<file path="src/rtl/ternary_popcount_acc_pkg.sv">
// Shared types and constants for the ternary popcount accumulator.
//   state_e   : FSM states (ACC = accepting beats, OUT = holding a result)
//   ACT_*     : encodings of the ternary activation on out_act
//   sum_width : width of the signed accumulator for a given lane count and beat limit
package tpc_pkg;

    typedef enum logic {
        ACC = 1'b0,
        OUT = 1'b1
    } state_e;

    localparam logic [1:0] ACT_POS  = 2'b01;
    localparam logic [1:0] ACT_ZERO = 2'b00;
    localparam logic [1:0] ACT_NEG  = 2'b11;

    // Magnitude can reach width*beats in either direction, plus one sign bit.
    function automatic int sum_width(input int width, input int beats);
        return $clog2(width * beats + 1) + 1;
    endfunction

endpackage

</file>
<file path="src/rtl/ternary_popcount_acc_popcount_tree.sv">
// Combinational population count of a WIDTH-bit word.
//   bits  : in  WIDTH          operand
//   count : out CNT_W          number of ones in bits
// Written as a reduction loop; synthesis balances it into an adder tree.
// An approximate counter may replace this module behind the same ports.
module popcount_tree #(
    parameter int WIDTH = 24,
    parameter int CNT_W = $clog2(WIDTH + 1)
) (
    input  logic [WIDTH-1:0] bits,
    output logic [CNT_W-1:0] count
);

    always_comb begin
        count = '0;
        for (int i = 0; i < WIDTH; i++) begin
            count = count + CNT_W'(bits[i]);
        end
    end

endmodule

</file>
<file path="src/rtl/ternary_popcount_acc.sv">
// Streaming ternary-neuron core. Each beat contributes
// popcount(in_pos & m) - popcount(in_neg & m) to a signed sum; the beat with
// in_last emits the total and a ternary activation derived from thr_hi/thr_lo.
//   clk, rst_n            : clock (rising edge), async active-low reset
//   approx_en             : drop low APPROX_DROP lanes; taken from the first beat
//   in_valid/in_ready     : input beat handshake
//   in_pos/in_neg/in_last : +1 lanes, -1 lanes, final beat marker
//   thr_hi/thr_lo         : signed thresholds, sampled with the last beat
//   out_valid/out_ready   : result handshake
//   out_sum/out_act/out_err : signed sum, activation (01/+1, 11/-1, 00/0), overflow flag
//
// Handshake: a transfer happens on a rising edge where valid && ready are both
// high. in_ready and out_valid are pure flop outputs, so neither depends
// combinationally on in_valid or out_ready. While out_valid && !out_ready the
// out_* values are held.
module ternary_popcount_acc
    import tpc_pkg::*;
#(
    parameter int WIDTH       = 24,
    parameter int MAX_BEATS   = 8,
    parameter int APPROX_DROP = 4,
    parameter int SUM_W       = sum_width(WIDTH, MAX_BEATS)
) (
    input  logic             clk,
    input  logic             rst_n,
    input  logic             approx_en,
    input  logic             in_valid,
    output logic             in_ready,
    input  logic [WIDTH-1:0] in_pos,
    input  logic [WIDTH-1:0] in_neg,
    input  logic             in_last,
    input  logic [SUM_W-1:0] thr_hi,
    input  logic [SUM_W-1:0] thr_lo,
    output logic             out_valid,
    input  logic             out_ready,
    output logic [SUM_W-1:0] out_sum,
    output logic [1:0]       out_act,
    output logic             out_err
);

    localparam int CNT_W  = $clog2(WIDTH + 1);
    localparam int BEAT_W = $clog2(MAX_BEATS + 1);
    localparam logic [WIDTH-1:0] APPROX_MASK = ~((WIDTH'(1) << APPROX_DROP) - WIDTH'(1));

    state_e                   state_q, state_d;
    logic signed [SUM_W-1:0]  acc_q, acc_d;
    logic [BEAT_W-1:0]        beat_cnt_q, beat_cnt_d;
    logic                     first_q, first_d;
    logic                     approx_q, approx_d;
    logic                     err_q, err_d;
    logic                     in_ready_q, in_ready_d;
    logic [SUM_W-1:0]         out_sum_q, out_sum_d;
    logic [1:0]               out_act_q, out_act_d;
    logic                     out_err_q, out_err_d;

    logic                     approx_eff;
    logic [WIDTH-1:0]         lane_mask, pos_masked, neg_masked;
    logic [CNT_W-1:0]         pc_pos, pc_neg;
    logic signed [SUM_W-1:0]  beat_delta, beat_add, sum_total;
    logic                     fire, overflow, handshake;

    // The first beat uses the live approx_en; later beats use the latched copy.
    assign approx_eff = first_q ? approx_en : approx_q;
    assign lane_mask  = approx_eff ? APPROX_MASK : '1;
    assign pos_masked = in_pos & lane_mask;
    assign neg_masked = in_neg & lane_mask;

    popcount_tree #(.WIDTH(WIDTH), .CNT_W(CNT_W)) u_pc_pos (
        .bits  (pos_masked),
        .count (pc_pos)
    );

    popcount_tree #(.WIDTH(WIDTH), .CNT_W(CNT_W)) u_pc_neg (
        .bits  (neg_masked),
        .count (pc_neg)
    );

    assign beat_delta = $signed(SUM_W'(pc_pos)) - $signed(SUM_W'(pc_neg));
    assign fire       = in_valid && in_ready_q;
    assign overflow   = (beat_cnt_q == BEAT_W'(MAX_BEATS));
    // Beats past the limit are dropped, which also bounds the sum inside SUM_W.
    assign beat_add   = overflow ? '0 : beat_delta;
    assign sum_total  = acc_q + beat_add;
    assign handshake  = (state_q == OUT) && out_ready;

    // Next-state logic
    always_comb begin
        state_d = state_q;
        case (state_q)
            ACC: if (fire && in_last) state_d = OUT;
            OUT: if (out_ready)       state_d = ACC;
            default:                  state_d = ACC;
        endcase
    end

    // Datapath next values
    always_comb begin
        acc_d      = acc_q;
        beat_cnt_d = beat_cnt_q;
        first_d    = first_q;
        approx_d   = approx_q;
        err_d      = err_q;
        out_sum_d  = out_sum_q;
        out_act_d  = out_act_q;
        out_err_d  = out_err_q;
        in_ready_d = (state_d == ACC);

        if (fire) begin
            if (in_last) begin
                out_sum_d = sum_total;
                // +1 is checked first so it wins when thr_lo >= thr_hi.
                if (sum_total >= $signed(thr_hi)) begin
                    out_act_d = ACT_POS;
                end else if (sum_total <= $signed(thr_lo)) begin
                    out_act_d = ACT_NEG;
                end else begin
                    out_act_d = ACT_ZERO;
                end
                out_err_d  = err_q | overflow;
                acc_d      = '0;
                beat_cnt_d = '0;
                err_d      = 1'b0;
                first_d    = 1'b1;
            end else begin
                acc_d      = sum_total;
                beat_cnt_d = overflow ? beat_cnt_q : beat_cnt_q + BEAT_W'(1);
                err_d      = err_q | overflow;
                first_d    = 1'b0;
                if (first_q) approx_d = approx_en;
            end
        end else if (handshake) begin
            out_err_d = 1'b0;
        end
    end

    always_ff @(posedge clk or negedge rst_n) begin
        if (!rst_n) begin
            state_q    <= ACC;
            acc_q      <= '0;
            beat_cnt_q <= '0;
            first_q    <= 1'b1;
            approx_q   <= 1'b0;
            err_q      <= 1'b0;
            in_ready_q <= 1'b0;
            out_sum_q  <= '0;
            out_act_q  <= ACT_ZERO;
            out_err_q  <= 1'b0;
        end else begin
            state_q    <= state_d;
            acc_q      <= acc_d;
            beat_cnt_q <= beat_cnt_d;
            first_q    <= first_d;
            approx_q   <= approx_d;
            err_q      <= err_d;
            in_ready_q <= in_ready_d;
            out_sum_q  <= out_sum_d;
            out_act_q  <= out_act_d;
            out_err_q  <= out_err_d;
        end
    end

    // Outputs
    always_comb begin
        in_ready  = in_ready_q;
        out_valid = (state_q == OUT);
        out_sum   = out_sum_q;
        out_act   = out_act_q;
        out_err   = out_err_q;
    end

endmodule

</file>
<file path="config.mk">
export PLATFORM = sky130hd
export DESIGN_NAME = ternary_popcount_acc
export DESIGN_NICKNAME = d
export VERILOG_FILES = /design/src/rtl/ternary_popcount_acc_pkg.sv /design/src/rtl/ternary_popcount_acc_popcount_tree.sv /design/src/rtl/ternary_popcount_acc.sv
export SDC_FILE = /design/constraint.sdc
export NUM_CORES = 1
export LEC_CHECK = 0
export CAP_MARGIN = 0
export CORE_AREA = 5 5 89 91
export CTS_BUF_LIST = sky130_fd_sc_hd__clkbuf_8
export DETAILED_ROUTE_END_ITERATION = 12
export DIE_AREA = 0 0 94 96
export GPL_ROUTABILITY_DRIVEN = 0
export PLACE_DENSITY_LB_ADDON = 0.15
export SYNTH_ARGS = -nofsm -noshare
export SYNTH_HDL_FRONTEND = slang
export SYNTH_HIERARCHICAL = 1
export SYNTH_SLANG_ARGS = --single-unit
</file>
<file path="constraint.sdc">
create_clock -name clk -period 8.95 [get_ports clk]
set_input_delay 1.3425 -clock clk [delete_from_list [all_inputs] [get_ports clk]]
set_output_delay 1.3425 -clock clk [all_outputs]
set_load 0.05 [all_outputs]
</file>
# After elaboration in Yosys (flattened, before gate mapping)
# Index checks and enable logic that the tools add are counted.
# classes
n_lt_le_gt_ge	2
n_bitwise	6
eq_ne	3
muxes	16
add_sub_neg	49
reduce_logical	8
# ops
op	count
5-bit by 1-bit adder with 5-bit output	44
24-bit bitwise AND	2
9-bit two-way mux	2
4-bit two-way mux	3
9-bit adder	1
9-bit >= comparator	1
9-bit less-or-equal comparator	1
1-bit two-way mux	8
2-bit AND reduction	4
5-bit by 5-bit subtractor with 6-bit output	1
1-bit by 1-bit adder with 2-bit output	2
4-bit by 1-bit adder with 4-bit output, second input constant	1
4-bit == test, second input constant	1
2-bit two-way mux	2
2-bit != test, second input constant	2
1-bit logical AND	3
1-bit NOT	3
1-bit case mux with 2 select lines	1
2-bit nonzero test	1
1-bit bitwise OR	1
# word_totals
in_bits	72
regBits	30
word_cells	94
out_inout_bits	14

# Longest topological paths before layout
# Gate-level depths: netlist of the first run.
# depth
depth_word	32
mapped_depth	32

# Cells and area by module
# The synthesis of the first run kept the hierarchy.
# modules_own_cells
mod	area_per_inst_um2	n_inst	cells_each	seq_area_each_um2
ternary_popcount_acc	2299.7	1	265	752.0
popcount_tree	616.8	2	70	0.0

# Worst setup path before layout of the first run
# Ideal clock, no wire load.
# synth_timing
path_kind	input to register
start	input port approx_en
end	register out_act_q[1], in the netlist out_act[1]
path_stages	30
path_buffers	0
required_time_ps	8867
setup_slack_ps	440
arrival_time_ps	8427
setup_time_ps	83
cell_sequence	mux2i_1 > and2_1 > inv_1 > fa_1 > fa_1 > fa_1 > fa_1 > fa_1 > inv_1 > ha_1 > inv_1 > fa_1 > inv_1 > inv_1 > fa_1 > a21o_1 > a21oi_1 > xor2_1 > nor2_1 > ha_1 > or3_1 > o41ai_1 > nor2_1 > xnor2_1 > ha_1 > inv_1 > or3_1 > a211oi_1 > a221oi_1 > o21ai_0
# synth_via
elab_chain_len	32
word_cells_on_any_way	57
cone_classes	48 x add/sub; 2 x order compare; 5 x mux; 2 x bitwise
# synth_lines
element	line	text
start, declared	ternary_popcount_acc.sv:26	input logic approx_en,
1-bit two-way mux (*)	-	
4-bit two-way mux (*)	ternary_popcount_acc.sv:64	assign lane_mask = approx_eff ? APPROX_MASK : '1;
24-bit bitwise AND (*)	ternary_popcount_acc.sv:66	assign neg_masked = in_neg & lane_mask;
named net neg_masked[0]	ternary_popcount_acc.sv:57	logic [WIDTH-1:0] lane_mask, pos_masked, neg_masked;
1-bit by 1-bit adder with 2-bit output (*)	ternary_popcount_acc_popcount_tree.sv:17	count = count + CNT_W'(bits[i]);
5-bit by 1-bit adder with 5-bit output (*) (22 in a row)	ternary_popcount_acc_popcount_tree.sv:17	
named net pc_neg[1]	ternary_popcount_acc.sv:58	logic [CNT_W-1:0] pc_pos, pc_neg;
5-bit by 5-bit subtractor with 6-bit output (*)	ternary_popcount_acc.sv:78	assign beat_delta = $signed(SUM_W'(pc_pos)) - $signed(SUM_W'(pc_neg));
9-bit two-way mux (*)	ternary_popcount_acc.sv:82	assign beat_add = overflow ? '0 : beat_delta;
9-bit adder (*)	ternary_popcount_acc.sv:83	assign sum_total = acc_q + beat_add;
named net sum_total[8]	ternary_popcount_acc.sv:59	logic signed [SUM_W-1:0] beat_delta, beat_add, sum_total;
9-bit less-or-equal comparator	ternary_popcount_acc.sv:114	end else if (sum_total <= $signed(thr_lo)) begin
2-bit two-way mux	ternary_popcount_acc.sv:114	
2-bit two-way mux (*)	ternary_popcount_acc.sv:112	if (sum_total >= $signed(thr_hi)) begin
end signal, assigned	ternary_popcount_acc.sv:157	out_act_q <= out_act_d;
end, declared	ternary_popcount_acc.sv:53	logic [1:0] out_act_q, out_act_d;
# Mark *: on every way through the listed nets, which the timed path passes. The rest lies on a longest branch.
# A chain may end at the register's enable or synchronous reset.

# Worst setup path after layout of the first run
# layout_timing
start	input port approx_en
end	register out_act_q[0], in the netlist out_act[0]
# The elaborated chain is that of the path after synthesis.

==> key figures, run 1 <==
Status
  – Status: complete, no violations

Critical path
  – Delay-heaviest family, CP: adder cells
  – Crit start category: input pin
  – Critical Path AT: 8.80 ns
  – RR Endpoint: out_act[0]
  – Worst Path Buf+Inv: 8
  – Crit. End Element: flop
  – Crit-path max cell delay: 0.55 ns
  – Worst R2R Path Depth: 32
  – Crit path kind: in -> reg
  – Crit path top cell by count: fa_1
  – FF-to-FF setup slack: 1.18 ns
  – Crit-path max FO: 7
  – Critical Path RT: approximately 9.1 ns
  – CP max-delay cell: fa_1
  – Reg2Reg Launch Point: first_q

Synth
  – Post-synthesis sequential area ratio: between 20% and 30%
  – Area leader, netlist: dfrtp_1
  – Syn avg cell area: between 8 and 9 µm²
  – Yosys synthesis warning count: 6
  – Synth Instances: between 400 and 500
  – Flops & latches, synth: 30
  – Share of the synthesized area in the top cell type: about a fifth
  – Syn nets: around 560
  – Post-Syn Area: between 3000 and 4000 µm²
  – Synth top area cells: dfrtp_1, fa_1, ha_1
  – Synth unique cells: 44

Die
  – Cell Rows: 31
  – Core ar.: 7060 µm²
  – Initial core utilization: ~50%
  – Die area: roughly 9000 µm²
  – Die W: about 94 µm
  – Die Y: 96 µm
  – I/O pin cnt: 86

Timing
  – Tmin final: roughly 8.7 ns
  – Worst Tran Pin Value: approximately 0.63 ns
  – Count of final hold-check violations: 0
  – Tcrit/Tclk final: ~97%
  – FMAX: 0.116 GHz
  – Final setup fails: 0
  – Clk_skew: slightly above 0.005 ns
  – Min Hold Slack: 0.470 ns
  – Max Slew Vio Count: 0
  – Relative slew slack: between 50% and 60%

Layout
  – Layout area overhead: 39.3%
  – Register area: between 700 and 800 µm²
  – Final net count: roughly 670
  – Multi-input logic area: 2410 µm²
  – Ant diodes: 0
  – Ratio of cells with drive above 1 in the final layout: between 10 and 15%
  – Filler Cells Inserted: roughly 590

Clock tree
  – Hold_buf cts: 0
  – CTS Buffer Depth: 2
  – TritonCTS clock tree: done
  – Reg clk slew, reported paths: ~0.060 ns
  – Clock latency on the worst-skew pair: between 0.2 and 0.3 ns
  – CTS root buf: clkbuf_8
  – H-tree depth: 2
  – CTS buffer count: 5
  – CTS sink cnt: 30

Placement
  – Post-DP HPWL: 6530 µm
  – IO buf count: 85

Drt
  – Via density: a little under 5
  – Iter 0 DRT Violations: 71
  – Routed WL: ~8000 µm
  – WL per Instance: between 10 and 15 µm
  – # DRC: 0
  – Antenna Violating Nets Remaining: 0
  – Via count: 3006
  – DRT Pass-1 Iters: 4

GRT
  – GRT Total Usage: 18.2%
  – Initial antenna violation count: 0
  – First-pass GRT wire length: between 10000 and 15000 µm
  – GRT overflow: 0
  – Vias in the first global route: 3173
  – Largest net degree at the start of global routing: 31

Job
  – MaxCap Viol Count: 0

Worst hold path
  – Worst Hold Class: reg -> reg
  – Hold Crit Depth: 2
  – Worst Hold End: first_q
  – Hold Path Origin: first_q
[tightest hold or removal path, cell delays in order (launching register included)]
cell and delay, ns:
dfstp_2 0.37, nand2_1 0.05, nand2_1 0.05
[Yosys cell counts, drive strengths merged]
master   number
dfrtp        29
nand3b        2
o41ai         2
a2111oi       1
and2          9
nand2b        3
buf           1
nor2b         5
mux2i         2
o21ai        20
nand3         5
nor3          4
o211ai        4
xnor2        10
or3           3
nor4          1
inv         118
xor2          2
nand2        30
dfstp         1
a31o          1
nand4         2
nor2         14
a211o         2
or4           2
a22o          3
a211oi        2
clkbuf        5
o22ai         1
o31ai         4
o21bai        1
mux2          1
a21o          7
ha           45
o21a          5
and3          1
a31oi         2
a21oi        15
a221oi        1
fa           36
and3b         1
o31a          2
[per-layer routing]
| metal | global-route usage, % | share of wire, % |
|---|---|---|
| met1 | 19.3 | 38 |
| met2 | 37.3 | 57 |
| met3 | 2.19 | 3.9 |
| met4 | 4.69 | 1.8 |
| met5 | 0 | 0 |
[layout by cell type, fill, tap and decap left out, drive strengths merged, types with 2 or more instances in the layout]
| cell type | netlist | layout |
|---|---|---|
| o41ai | 2 | 2 |
| xor2 | 2 | 2 |
| a21oi | 15 | 15 |
| o211ai | 4 | 4 |
| clkdlybuf4s50 | 0 | 85 |
| o21ai | 20 | 20 |
| nand3 | 5 | 5 |
| or3 | 3 | 3 |
| nand2b | 3 | 3 |
| clkbuf | 5 | 6 |
| ha | 45 | 45 |
| fa | 36 | 36 |
| a211o | 2 | 2 |
| a31oi | 2 | 2 |
| buf | 1 | 27 |
| mux2i | 2 | 2 |
| nand4 | 2 | 2 |
| or4 | 2 | 2 |
| o31a | 2 | 2 |
| xnor2 | 10 | 10 |
| nor3 | 4 | 4 |
| o21a | 5 | 5 |
| nor2 | 14 | 14 |
| bufinv | 0 | 2 |
| a22o | 3 | 3 |
| a211oi | 2 | 2 |
| inv | 118 | 118 |
| and2 | 9 | 9 |
| o31ai | 4 | 4 |
| nor2b | 5 | 5 |
| a21o | 7 | 7 |
| nand2 | 30 | 30 |
| nand3b | 2 | 2 |
| dfrtp | 29 | 29 |
[area by class of cell]
type | count | share of cell area [%]
multi-input cells | 251 | 48.9
flip-flops and latches | 30 | 15.3
clock inverters | 2 | 1.22
repair buffers | 112 | 21.4
inverters | 118 | 9.00
clock buffers | 6 | 1.68
well taps | 99 | 2.52
[sequential cells by signal (all words and copies together), names as in the netlist]
name	cells
acc_q	9
approx_q	1
beat_cnt_q	4
err_q	1
first_q	1
in_ready	1
out_act	2
out_err	1
out_sum	9
out_valid	1
[per-stage QoR]
| stage | util (%) | instances | worst slack (ns) | cell area (µm²) | setup TNS (ns) |
|---|---|---|---|---|---|
| floorplan | - | 405 | 0.440 | 3530 | 0 |
| global placement | 66.2 | 609 | -0.00233 | 4670 | -0.00233 |
| detailed placement | 66.2 | 609 | -0.188 | 4670 | -0.351 |
| CTS | 68.2 | 617 | 0.0679 | 4820 | 0 |
| global route | 69.7 | 618 | -0.107 | 4920 | -0.190 |
| finish | 69.7 | 618 | 0.295 | 4920 | 0 |
[timing repair]
action                                  in CTS  in global routing
resized for setup                            0                 20
setup buffers                                0                  1
hold endpoints to repair                     0                  0
endpoints found under the setup margin       0                  2
[cells by family (layout without fill, tap and decap cells)]
group	after synthesis	count (layout)	synth area share, %
xor+xnor	12	12	2.97
fa+ha+maj	81	81	36.3
simple gates	82	82	11.3
flops	30	30	21.3
buf+inv	124	238	13.4
compound gates	73	73	13.8
mux	3	3	0.885
[worst max-delay path by stage]
| stage | depth (start not counted) | end | from | slack [ns] |
|---|---|---|---|---|
| 2_1_floorplan | 30 | out_act[1] | approx_en | 0.44 |
| 3_3_place_gp | 33 | out_act[1] | approx_en | -0.002 |
| 3_5_place_dp | 33 | out_act[1] | approx_en | -0.19 |
| 4_1_cts | 33 | out_act[1] | approx_en | 0.07 |
| 5_1_grt | 33 | out_act[1] | approx_en | -0.11 |
| 6_report | 33 | out_act[0] | approx_en | 0.30 |
Power of run 1 is not shown: default switching activity piles up to over one toggle a cycle in this logic, so the estimate is an artifact.
==> run 2: changes to the inputs <==
- SLEW_MARGIN: not set -> 40
==> results of run 2 <==
The final DEF is identical to that of run 1; final timing and power are the same.
Power of run 2 is left out for the same reason.
